File: src/rtl/led_status_ctrl.sv
// led_status_ctrl
//   Miner status-LED controller. Converts single-cycle miner events and the
//   hashing level into timed LED patterns: a work pattern (odd LEDs), a
//   hashing chaser (one-hot walking over led[NUM_LEDS-1:1]) and a held
//   result-count display. led[0] mirrors rst combinationally.
//
//   Optional feature macro: LED_HEARTBEAT_EN
//     defined   -> in IDLE, led[NUM_LEDS-1] toggles every HEARTBEAT_CYCLES
//     undefined -> no heartbeat counter; led[NUM_LEDS-1] stays 0 in IDLE
//
// Ports
//   clk          in   1         system clock
//   rst          in   1         asynchronous, active-high reset
//   new_work     in   1         1-cycle pulse: work received
//   new_work_88  in   1         1-cycle pulse: 88-byte work received
//   new_result   in   1         1-cycle pulse: share/result found
//   hashing      in   1         level: core is hashing
//   led          out  NUM_LEDS  LED drive, active-high
//   state        out  2         current FSM state (debug)
module led_status_ctrl #(
  parameter int NUM_LEDS         = 8,
  parameter int WORK_HOLD        = 100000000,
  parameter int RESULT_HOLD      = 100000000,
  parameter int STEP_CYCLES      = 12500000,
  parameter int HEARTBEAT_CYCLES = 50000000
) (
  input  logic                clk,
  input  logic                rst,
  input  logic                new_work,
  input  logic                new_work_88,
  input  logic                new_result,
  input  logic                hashing,
  output logic [NUM_LEDS-1:0] led,
  output logic [1:0]          state
);

  localparam int HOLD_MAX = (WORK_HOLD > RESULT_HOLD) ? WORK_HOLD : RESULT_HOLD;
  localparam int HW       = $clog2(HOLD_MAX + 1);
  localparam int SW       = $clog2(STEP_CYCLES + 1);
  localparam int PW       = $clog2(NUM_LEDS);
  localparam int unsigned CW = NUM_LEDS - 1;

  localparam logic [HW-1:0] WORK_LAST   = HW'(WORK_HOLD - 1);
  localparam logic [HW-1:0] RESULT_LAST = HW'(RESULT_HOLD - 1);
  localparam logic [SW-1:0] STEP_LAST   = SW'(STEP_CYCLES - 1);
  localparam logic [PW-1:0] POS_FIRST   = PW'(1);
  localparam logic [PW-1:0] POS_LAST    = PW'(NUM_LEDS - 1);

  typedef enum logic [1:0] {
    IDLE   = 2'd0,
    WORK   = 2'd1,
    HASH   = 2'd2,
    RESULT = 2'd3
  } state_t;

  state_t          state_q, state_d;
  logic [HW-1:0]   hold_q, hold_d, hold_inc;
  logic [SW-1:0]   step_q, step_d;
  logic [PW-1:0]   pos_q, pos_d;
  logic [CW-1:0]   cnt_q, cnt_d;
  logic [CW-1:0]   led_q, led_d;
  logic            hb_d;
  logic            work_evt;

  assign led   = {led_q, rst};
  assign state = state_q;

  // Next state, timers, chase position and result count.
  always_comb begin
    state_d  = state_q;
    hold_d   = '0;
    step_d   = '0;
    pos_d    = POS_FIRST;
    cnt_d    = cnt_q;
    work_evt = new_work | new_work_88;
    hold_inc = (hold_q == '1) ? hold_q : hold_q + 1'b1;

    if (new_result) begin
      state_d = RESULT;
      cnt_d   = (cnt_q == '1) ? cnt_q : cnt_q + 1'b1;
    end else if (work_evt) begin
      state_d = WORK;
    end else begin
      unique case (state_q)
        WORK: begin
          if (hold_q == WORK_LAST) state_d = hashing ? HASH : IDLE;
          else                     hold_d  = hold_inc;
        end
        RESULT: begin
          if (hold_q == RESULT_LAST) state_d = hashing ? HASH : IDLE;
          else                       hold_d  = hold_inc;
        end
        HASH: begin
          if (!hashing) state_d = IDLE;
        end
        default: begin
          if (hashing) state_d = HASH;
        end
      endcase
    end

    // Chaser only advances while staying in HASH; any entry reloads pos=1, step=0.
    if (state_q == HASH && state_d == HASH) begin
      if (step_q == STEP_LAST) begin
        step_d = '0;
        pos_d  = (pos_q == POS_LAST) ? POS_FIRST : pos_q + 1'b1;
      end else begin
        step_d = step_q + 1'b1;
        pos_d  = pos_q;
      end
    end
  end

`ifdef LED_HEARTBEAT_EN
  localparam int HBW = $clog2(HEARTBEAT_CYCLES + 1);
  localparam logic [HBW-1:0] HB_LAST = HBW'(HEARTBEAT_CYCLES - 1);

  logic [HBW-1:0] hb_cnt_q, hb_cnt_d;
  logic           hb_q;

  always_comb begin
    hb_cnt_d = '0;
    hb_d     = 1'b0;
    if (state_q == IDLE && state_d == IDLE) begin
      if (hb_cnt_q == HB_LAST) begin
        hb_cnt_d = '0;
        hb_d     = ~hb_q;
      end else begin
        hb_cnt_d = hb_cnt_q + 1'b1;
        hb_d     = hb_q;
      end
    end
  end

  always_ff @(posedge clk or posedge rst) begin
    if (rst) begin
      hb_cnt_q <= '0;
      hb_q     <= 1'b0;
    end else begin
      hb_cnt_q <= hb_cnt_d;
      hb_q     <= hb_d;
    end
  end
`else
  // No heartbeat: HEARTBEAT_CYCLES is always >= 1, so this is constant 0.
  assign hb_d = (HEARTBEAT_CYCLES < 1);
`endif

  // LEDs decode from the next state so the pattern changes on the same edge as state.
  always_comb begin
    led_d = '0;
    unique case (state_d)
      WORK: begin
        for (int unsigned i = 0; i < CW; i++) led_d[i] = (i % 2 == 0);
      end
      HASH: begin
        for (int unsigned i = 0; i < CW; i++) led_d[i] = (pos_d == PW'(i + 1));
      end
      RESULT: led_d = cnt_d;
      default: led_d[CW-1] = hb_d;
    endcase
  end

  always_ff @(posedge clk or posedge rst) begin
    if (rst) begin
      state_q <= IDLE;
      hold_q  <= '0;
      step_q  <= '0;
      pos_q   <= POS_FIRST;
      cnt_q   <= '0;
      led_q   <= '0;
    end else begin
      state_q <= state_d;
      hold_q  <= hold_d;
      step_q  <= step_d;
      pos_q   <= pos_d;
      cnt_q   <= cnt_d;
      led_q   <= led_d;
    end
  end

endmodule

File: config.mk
export PLATFORM = sky130hd
export DESIGN_NAME = led_status_ctrl
export DESIGN_NICKNAME = d
export VERILOG_FILES = /design/src/rtl/led_status_ctrl.sv
export SDC_FILE = /design/constraint.sdc
export NUM_CORES = 1
export LEC_CHECK = 0
export CAP_MARGIN = 0
export CORE_ASPECT_RATIO = 1.4
export CORE_MARGIN = 4
export CORE_UTILIZATION = 65
export DETAILED_ROUTE_END_ITERATION = 8
export PLACE_DENSITY = 0.84
export SLEW_MARGIN = 40
export SYNTH_ARGS = -nofsm -noshare
export SYNTH_HDL_FRONTEND = slang
export SYNTH_SLANG_ARGS = --single-unit
export TNS_END_PERCENT = 10
File: constraint.sdc
create_clock -name clk -period 5.85 [get_ports clk]
set_input_delay 0.585 -clock clk [delete_from_list [all_inputs] [get_ports clk]]
set_output_delay 0.585 -clock clk [all_outputs]
set_load 0.05 [all_outputs]
==> key figures, run 1 <==
Synthesis
  – Mux share of post-synthesis cell area: 0.841%
  – Largest family of logic cells by synthesized area: simple AND/OR/NAND/NOR gates
  – Synth cell types: 57
  – Adder-cell area share of the yosys netlist: 1.68%
  – Synth async-reset ratio: 100%
  – Syn nets: 411
  – Mapped cell area: 3720 um^2
  – Avg Inst Size Synth: a little over 9 um^2
  – Largest area contributor in the netlist: dfrtp_1
  – Post-synth top area share: 46.4%
  – Most used flip-flop cell after synthesis: dfrtp_1
  – Xor and xnor area share after synthesis: 7.53%
  – Post-synth EDFFs: 0
  – Post-synthesis cell count: 400
  – Synth Area in Compound Gates: roughly 12%
  – Seq/Total Area, Yosys: ~47%
  – Synth area leaders: dfrtp_1, nor2_1, xnor2_1
  – Post-Synth Simple-Gate Area: 26.2%
  – Synth Warn #: 0
  – FF+latch count, synth: 70

Placement
  – Routability Congestion: approximately 0.84
  – DP HPWL: ~5400 um
  – Port Buffer Count: 15
  – Inst Count DP: 468

Floorplan
  – Total core area: 5530 um^2
  – Die area: 7010 um^2
  – Die W: 71.9 um
  – Initial core utilization: 67.3%
  – Io pins: 16
  – # rows: 32
  – Die Ht: 97.5 um

Finish
  – Antenna Cells: 0
  – Share of cells above drive strength 1: 6.04%
  – Final core occ: 74.0%
  – Area growth syn-to-layout: 9.86%
  – Layout Nets: 422
  – Commonest non-fill, non-tap cell in the layout: dfrtp_1
  – Commonest non-fill, non-tap cells in the layout: dfrtp_1, nor2_1, nand2_1, a21oi_1, xnor2_1
  – Filler cell count: 406
  – Final Non-Filler Cells: about 480

Global routing
  – Vias in the first global route: 3029
  – Grt total ovfl: 0
  – All-Layer GR Usage: 24.4%
  – Largest net degree at the start of global routing: 71
  – Initial antenna violation count: 0
  – First-pass GRT wire length: approximately 14000 um

Timing
  – Worst-Margin Slew: around 0.77 ns
  – TNS Setup: 0 ns
  – RSZ-0062 raised after global routing: false
  – Clk_skew: 0.00956 ns
  – Final setup viols: 0
  – Max-slew headroom: a little under half
  – Final Slew Violations: 0
  – Hold Fails Final Rpt: 0
  – Period Utilization, post-route: between 40 and 50%
  – Final min period: between 2 and 2.5 ns
  – Fmax: 0.404 GHz

Setup path
  – Crit path max fanout: 2
  – Cell seen most often among critical-path stages: clkdlybuf4s50_1
  – Reg-to-reg startpoint: step_q[8]$_DFF_PP0_
  – Startpoint types: input port
  – Worst Path Arrival: 1.89 ns
  – Crit Reg-Reg Endpoint: step_q[22]$_DFF_PP0_
  – Worst-case reg-to-reg path depth: 5
  – Critical Path Stages: 2
  – Worst reg-to-reg setup slack: 3.51 ns
  – Critical Path RT: roughly 5.3 ns
  – Crit Path Class: input port to output pin
  – Worst setup path end: led[0]
  – Crit-path slowest cell: clkdlybuf4s50_1
  – Crit. Startpoint: rst
  – CP max stage delay: 0.82 ns
  – Crit-path cells: clkdlybuf4s50_1, clkdlybuf4s50_1
  – CP Buf/Inv Count: 2
  – Crit-path leading delay family: buffers and inverters
  – Kind of end point of the critical path: output pin

Clock tree
  – Clk_lat worst skew: around 0.34 ns
  – Clk sinks: 70
  – Clock transition at path regs: about 0.060 ns
  – Max clock buf depth: 2
  – Setup repair bufs after CTS: 0
  – Cts hold-fix bufs: 0
  – # resized after CTS: 0
  – Htree depth: 3
  – CTS tree: done
  – Root Buffer: clkbuf_8
  – CTS Buf Count: 9

Routing
  – Drt pass-1 iters: 5
  – DRT antenna net count: 0
  – DR iter-0 viols: around 200
  – Via-to-Cell Ratio: 6.32
  – Detailed Route WL: 7840 um
  – DR vias: 3047
  – DR DRC count: 0
  – Wire length per cell: 16.3 um

Hold path
  – WHS Path Cells: 1
  – Worst hold path type: flop to flop

Power
  – Pwr Density: 287 nW/um^2
  – VDD IR-drop max: 0.378 mV
  – Lkg Pwr: 1.52 nW

Outcome
  – Status: completed

Flow run
  – Count of max-cap constraint violations: 0
## Yosys cell counts, types with 3 or more instances
cell type	instances
o21ai_0	15
a31oi_1	4
o31ai_1	4
or3_1	13
nand4_1	17
ha_1	5
and2_1	6
clkbuf_1	12
nor2_1	51
dfrtp_1	69
a2111oi_0	3
a21oi_1	20
xnor2_1	19
and4_1	7
and3_1	7
nor4_1	3
inv_1	19
nor3_1	14
xor2_1	13
nand3_1	15
or4_1	4
o32ai_1	4
nand2_1	31
## per-layer routing
metal	share of wire [%]	vias to the layer above	track usage [%]
li1	-	1458	-
met2	53	72	40.3
met1	42	1490	29.9
met3	3.0	27	5.38
met4	2.9	0	11.4
met5	0	-	0
## per-stage QoR
stage	instance area [um^2]	hold slack, ns	power (mW)	setup WS [ns]
finish	4090	0.480	1.17	3.38
global route	4090	0.520	1.23	3.28
CTS	4080	0.485	1.18	3.24
detailed placement	3890	0.475	0.798	2.92
global placement	3890	0.472	0.790	3.01
floorplan	3720	0.448	0.722	3.50
## kinds of logic after synthesis
logic type,count (synthesis)
buffers and inverters,36
DFF,70
adders and majority gates,5
xor gates and xnor gates,32
AOI/OAI and AO/OA,70
and+or+nand+nor,184
muxes,3
## power breakdown
| part | total [mW] | internal [mW] | switching, mW |
|---|---|---|---|
| Sequential | 0.563 | 0.528 | 0.0354 |
| Combinational | 0.227 | 0.0819 | 0.145 |
| Clock | 0.382 | 0.216 | 0.166 |
## state kept, by name (all words and copies together) (netlist names)
signal  count
cnt_q       7
hold_q     27
led_q       7
pos_q       3
state       2
step_q     24
## area by class of cell
class	instances	area, um^2	share of cell area (%)
clock buffers	13	159	3.89
well taps	68	85.1	2.08
inverters	19	71.3	1.75
clock inverters	1	30.0	0.735
flip-flops and latches	70	1750	42.9
multi-input cells	294	1820	44.5
repair buffers	17	169	4.13
## worst min path at each step
stage	from	endpoint	slack (ns)
6_report	step_q[0]$_DFF_PP0_	step_q[0]$_DFF_PP0_	0.48
5_1_grt	step_q[0]$_DFF_PP0_	step_q[0]$_DFF_PP0_	0.52
3_5_place_dp	step_q[0]$_DFF_PP0_	step_q[0]$_DFF_PP0_	0.48
4_1_cts	step_q[0]$_DFF_PP0_	step_q[0]$_DFF_PP0_	0.48
3_3_place_gp	step_q[0]$_DFF_PP0_	step_q[0]$_DFF_PP0_	0.47
2_1_floorplan	step_q[0]$_DFF_PP0_	step_q[0]$_DFF_PP0_	0.45
No activity file was read; power rests on OpenSTA's default activity.
==> inputs of run 2 (changes only) <==
- CORE_UTILIZATION: 65 -> 60
- PLACE_DENSITY: 0.84 -> 0.78
- clock period: 5.85 -> 2.4 ns (I/O delays scaled with it)
==> key figures, run 2 (same netlist as run 1, synthesis figures left out) <==
Outcome
  – Status: completed (unchanged)

Routing
  – DRT antenna net count: 0 (unchanged)
  – DR vias: 3075 (was 3047)
  – Top Metal Used: met4 (unchanged)
  – Met2 WL: 4180 um (was 4120 um)
  – Wire length per cell: 15.4 um (was 16.3 um)
  – DR iter-0 viols: 206 (was 198)
  – Routed wl met3: 237 um (was 236 um)
  – Drt pass-1 iters: 5 (unchanged)
  – DR DRC count: 0 (unchanged)
  – Post-route met1 wirelength: 3180 um (was 3260 um)
  – Detailed Route WL: 7690 um (was 7840 um)
  – Via-to-Cell Ratio: 6.17 (was 6.32)

Setup path
  – Crit path max fanout: 10 (was 2)
  – Crit-path leading delay family: simple AND/OR/NAND/NOR gates (was buffers and inverters)
  – Crit-path cells: nand4_2, or4_4, a311o_1, or4_1, a21oi_1 (was clkdlybuf4s50_1, clkdlybuf4s50_1)
  – CP Buf/Inv Count: 0 (was 2)
  – Kind of end point of the critical path: flop (was output pin)
  – CP max stage delay: 0.58 ns (was 0.82 ns)
  – Crit Path Class: flop to flop (was input port to output pin)
  – Startpoint types: flop (was input port)
  – Crit-path slowest cell: or4_4 (was clkdlybuf4s50_1)
  – Worst Path Arrival: 2.48 ns (was 1.89 ns)
  – Critical Path RT: 2.67 ns (was 5.27 ns)

Hold path
  – Worst hold path type: input port to async pin (was flop to flop)

Finish
  – Area growth syn-to-layout: 12.6% (was 9.86%)
  – Final instance area: 4190 um^2 (was 4090 um^2)
  – Share of cells above drive strength 1: 9.11% (was 6.04%)
  – Commonest non-fill, non-tap cells in the layout: dfrtp_1, nor2_1, nand2_1, a21oi_1, xnor2_1 (unchanged)
  – Antenna Cells: 0 (unchanged)
  – Filler cell count: 478 (was 406)
  – Final core occ: 70.4% (was 74.0%)
  – Final Non-Filler Cells: 498 (was 482)
  – Layout Nets: 434 (was 422)
  – Max reg flops: 27 (unchanged)
  – Commonest non-fill, non-tap cell in the layout: dfrtp_1 (unchanged)
  – Largest registers: hold_q (27), step_q (24) (unchanged)
  – Largest reg by FF count: hold_q (unchanged)

Clock tree
  – Clock transition at path regs: 0.07 ns (was 0.06 ns)
  – Htree depth: 3 (unchanged)
  – Setup repair bufs after CTS: 0 (unchanged)
  – Clk sinks: 70 (unchanged)
  – Clk_lat worst skew: 0.34 ns (about the same)
  – CTS tree: done (unchanged)
  – CTS Buf Count: 9 (unchanged)
  – Max clock buf depth: 2 (unchanged)
  – Cts hold-fix bufs: 0 (unchanged)
  – Root Buffer: clkbuf_8 (unchanged)

Power
  – Lkg Pwr: 1.59 nW (was 1.52 nW)
  – VDD IR-drop max: 0.676 mV (was 0.378 mV)
  – Pwr Density: 652 nW/um^2 (was 287 nW/um^2)
  – Pint: 1.88 mW (was 0.826 mW)
  – Comb pwr share: 20.0% (was 19.4%)
  – Seq pwr share: 50.2% (was 48.0%)
  – Sw frac: 31.0% (was 29.6%)
  – NetSw: 0.848 mW (was 0.347 mW)
  – Clock Power Share: 29.9% (was 32.6%)

Timing
  – Hold Fails Final Rpt: 0 (unchanged)
  – Worst-Margin Slew: 0.536 ns (was 0.771 ns)
  – RSZ-0062 raised after global routing: false (unchanged)
  – Final Slew Violations: 0 (unchanged)
  – Final min period: roughly 2.2 ns
  – TNS Setup: 0 ns (unchanged)
  – Max-slew headroom: 63.3% (was 47.3%)
  – Final setup viols: 0 (unchanged)
  – Clk_skew: 0.00965 ns (was 0.00956 ns)
  – Fmax: 0.453 GHz
  – Period Utilization, post-route: 92.0%

Floorplan
  – Die Ht: 101 um (was 97.5 um)
  – Die area: 7540 um^2 (was 7010 um^2)
  – # rows: 33 (was 32)
  – Die W: 74.5 um (was 71.9 um)
  – Total core area: 5950 um^2 (was 5530 um^2)
  – Initial core utilization: 62.6% (was 67.3%)
  – Io pins: 16 (unchanged)

Global routing
  – Largest net degree at the start of global routing: 71 (unchanged)
  – First-pass GRT wire length: 13500 um (was 13800 um)
  – Vias in the first global route: 3080 (was 3029)
  – Initial antenna violation count: 0 (unchanged)
  – Grt total ovfl: 0 (unchanged)
  – All-Layer GR Usage: 22.9% (was 24.4%)

Placement
  – Inst Count DP: 482 (was 468)
  – Routability Congestion: 0.911 (was 0.844)
  – Area post-placement: 4020 um^2 (was 3890 um^2)
  – DP HPWL: 5440 um (was 5380 um)
  – Port Buffer Count: 15 (unchanged)

Flow run
  – Count of max-cap constraint violations: 0 (unchanged)
run 2: cell types whose count changed in the layout (fill, tap and decap cells not counted), sizes merged:
| cell | change |
|---|---|
| clkinv | +5 |
| bufinv | -1 |
| clkbuf | -2 |
| buf | +12 |
run 2: tightest hold or removal path: cells and delay by family:
| family | cells | cell delay [ns] |
|---|---|---|
| buf+inv | 3 | 0.82 |
run 2: path summary, 6_finish.rpt:
path                                          end  slack (ns)                  start  cells past startpoint
max                        hold_q[21]$_DFFE_PP0P_        0.19  hold_q[4]$_DFFE_PP0P_                      5
min                            state[1]$_DFF_PP0_        0.30                    rst                      3
max reg2reg                hold_q[21]$_DFFE_PP0P_        0.19  hold_q[4]$_DFFE_PP0P_                      5
min reg2reg                   step_q[0]$_DFF_PP0_        0.49    step_q[0]$_DFF_PP0_                      1
max in group asynchronous      pos_q[0]$_DFF_PP1_        1.78                    rst                      3
min in group clk              step_q[0]$_DFF_PP0_        0.49    step_q[0]$_DFF_PP0_                      1
run 2: per-stage QoR:
| stage | setup slack, ns | power (mW) | hold slack, ns |
|---|---|---|---|
| 2_1_floorplan | 0.273 | 1.76 | 0.339 |
| 3_3_place_gp | 0.240 | 1.93 | 0.472 |
| 3_5_place_dp | 0.201 | 1.94 | 0.487 |
| 4_1_cts | 0.178 | 2.77 | 0.318 |
| 5_1_grt | 0.0751 | 2.88 | 0.357 |
| 6_report | 0.192 | 2.73 | 0.305 |
run 2: metal layers:
| metal | global-route usage [%] | vias up |
|---|---|---|
| met3 | 4.37 | 10 |
| li1 | - | 1501 |
| met1 | 26.6 | 1506 |
| met5 | 0 | - |
| met2 | 39.2 | 58 |
| met4 | 12.1 | 0 |
run 2: layout make-up:
cell class	count	area (um^2)	share of cell area, %
Clock buffer	11	141	3.38
Clock inverter	5	25.0	0.598
Inverter	19	71.3	1.70
Timing Repair Buffer	29	293	6.99
Sequential cell	70	1750	41.9
Tap cell	70	87.6	2.09
Multi-Input combinational cell	294	1820	43.4
run 2: timing repair:
action                                  4_1_cts  5_1_grt
endpoints found under the setup margin        0        1
gates resized for setup                       0        1
hold endpoints to repair                      0        0
run 2: power groups by stage:
stage	registers (mW)	logic, mW	clock network (mW)
after floorplan	1.54	0.217	0
after global placement	1.39	0.542	0
after detailed placement	1.39	0.547	0
after CTS	1.37	0.552	0.847
after global routing	1.39	0.598	0.896
final	1.37	0.545	0.816
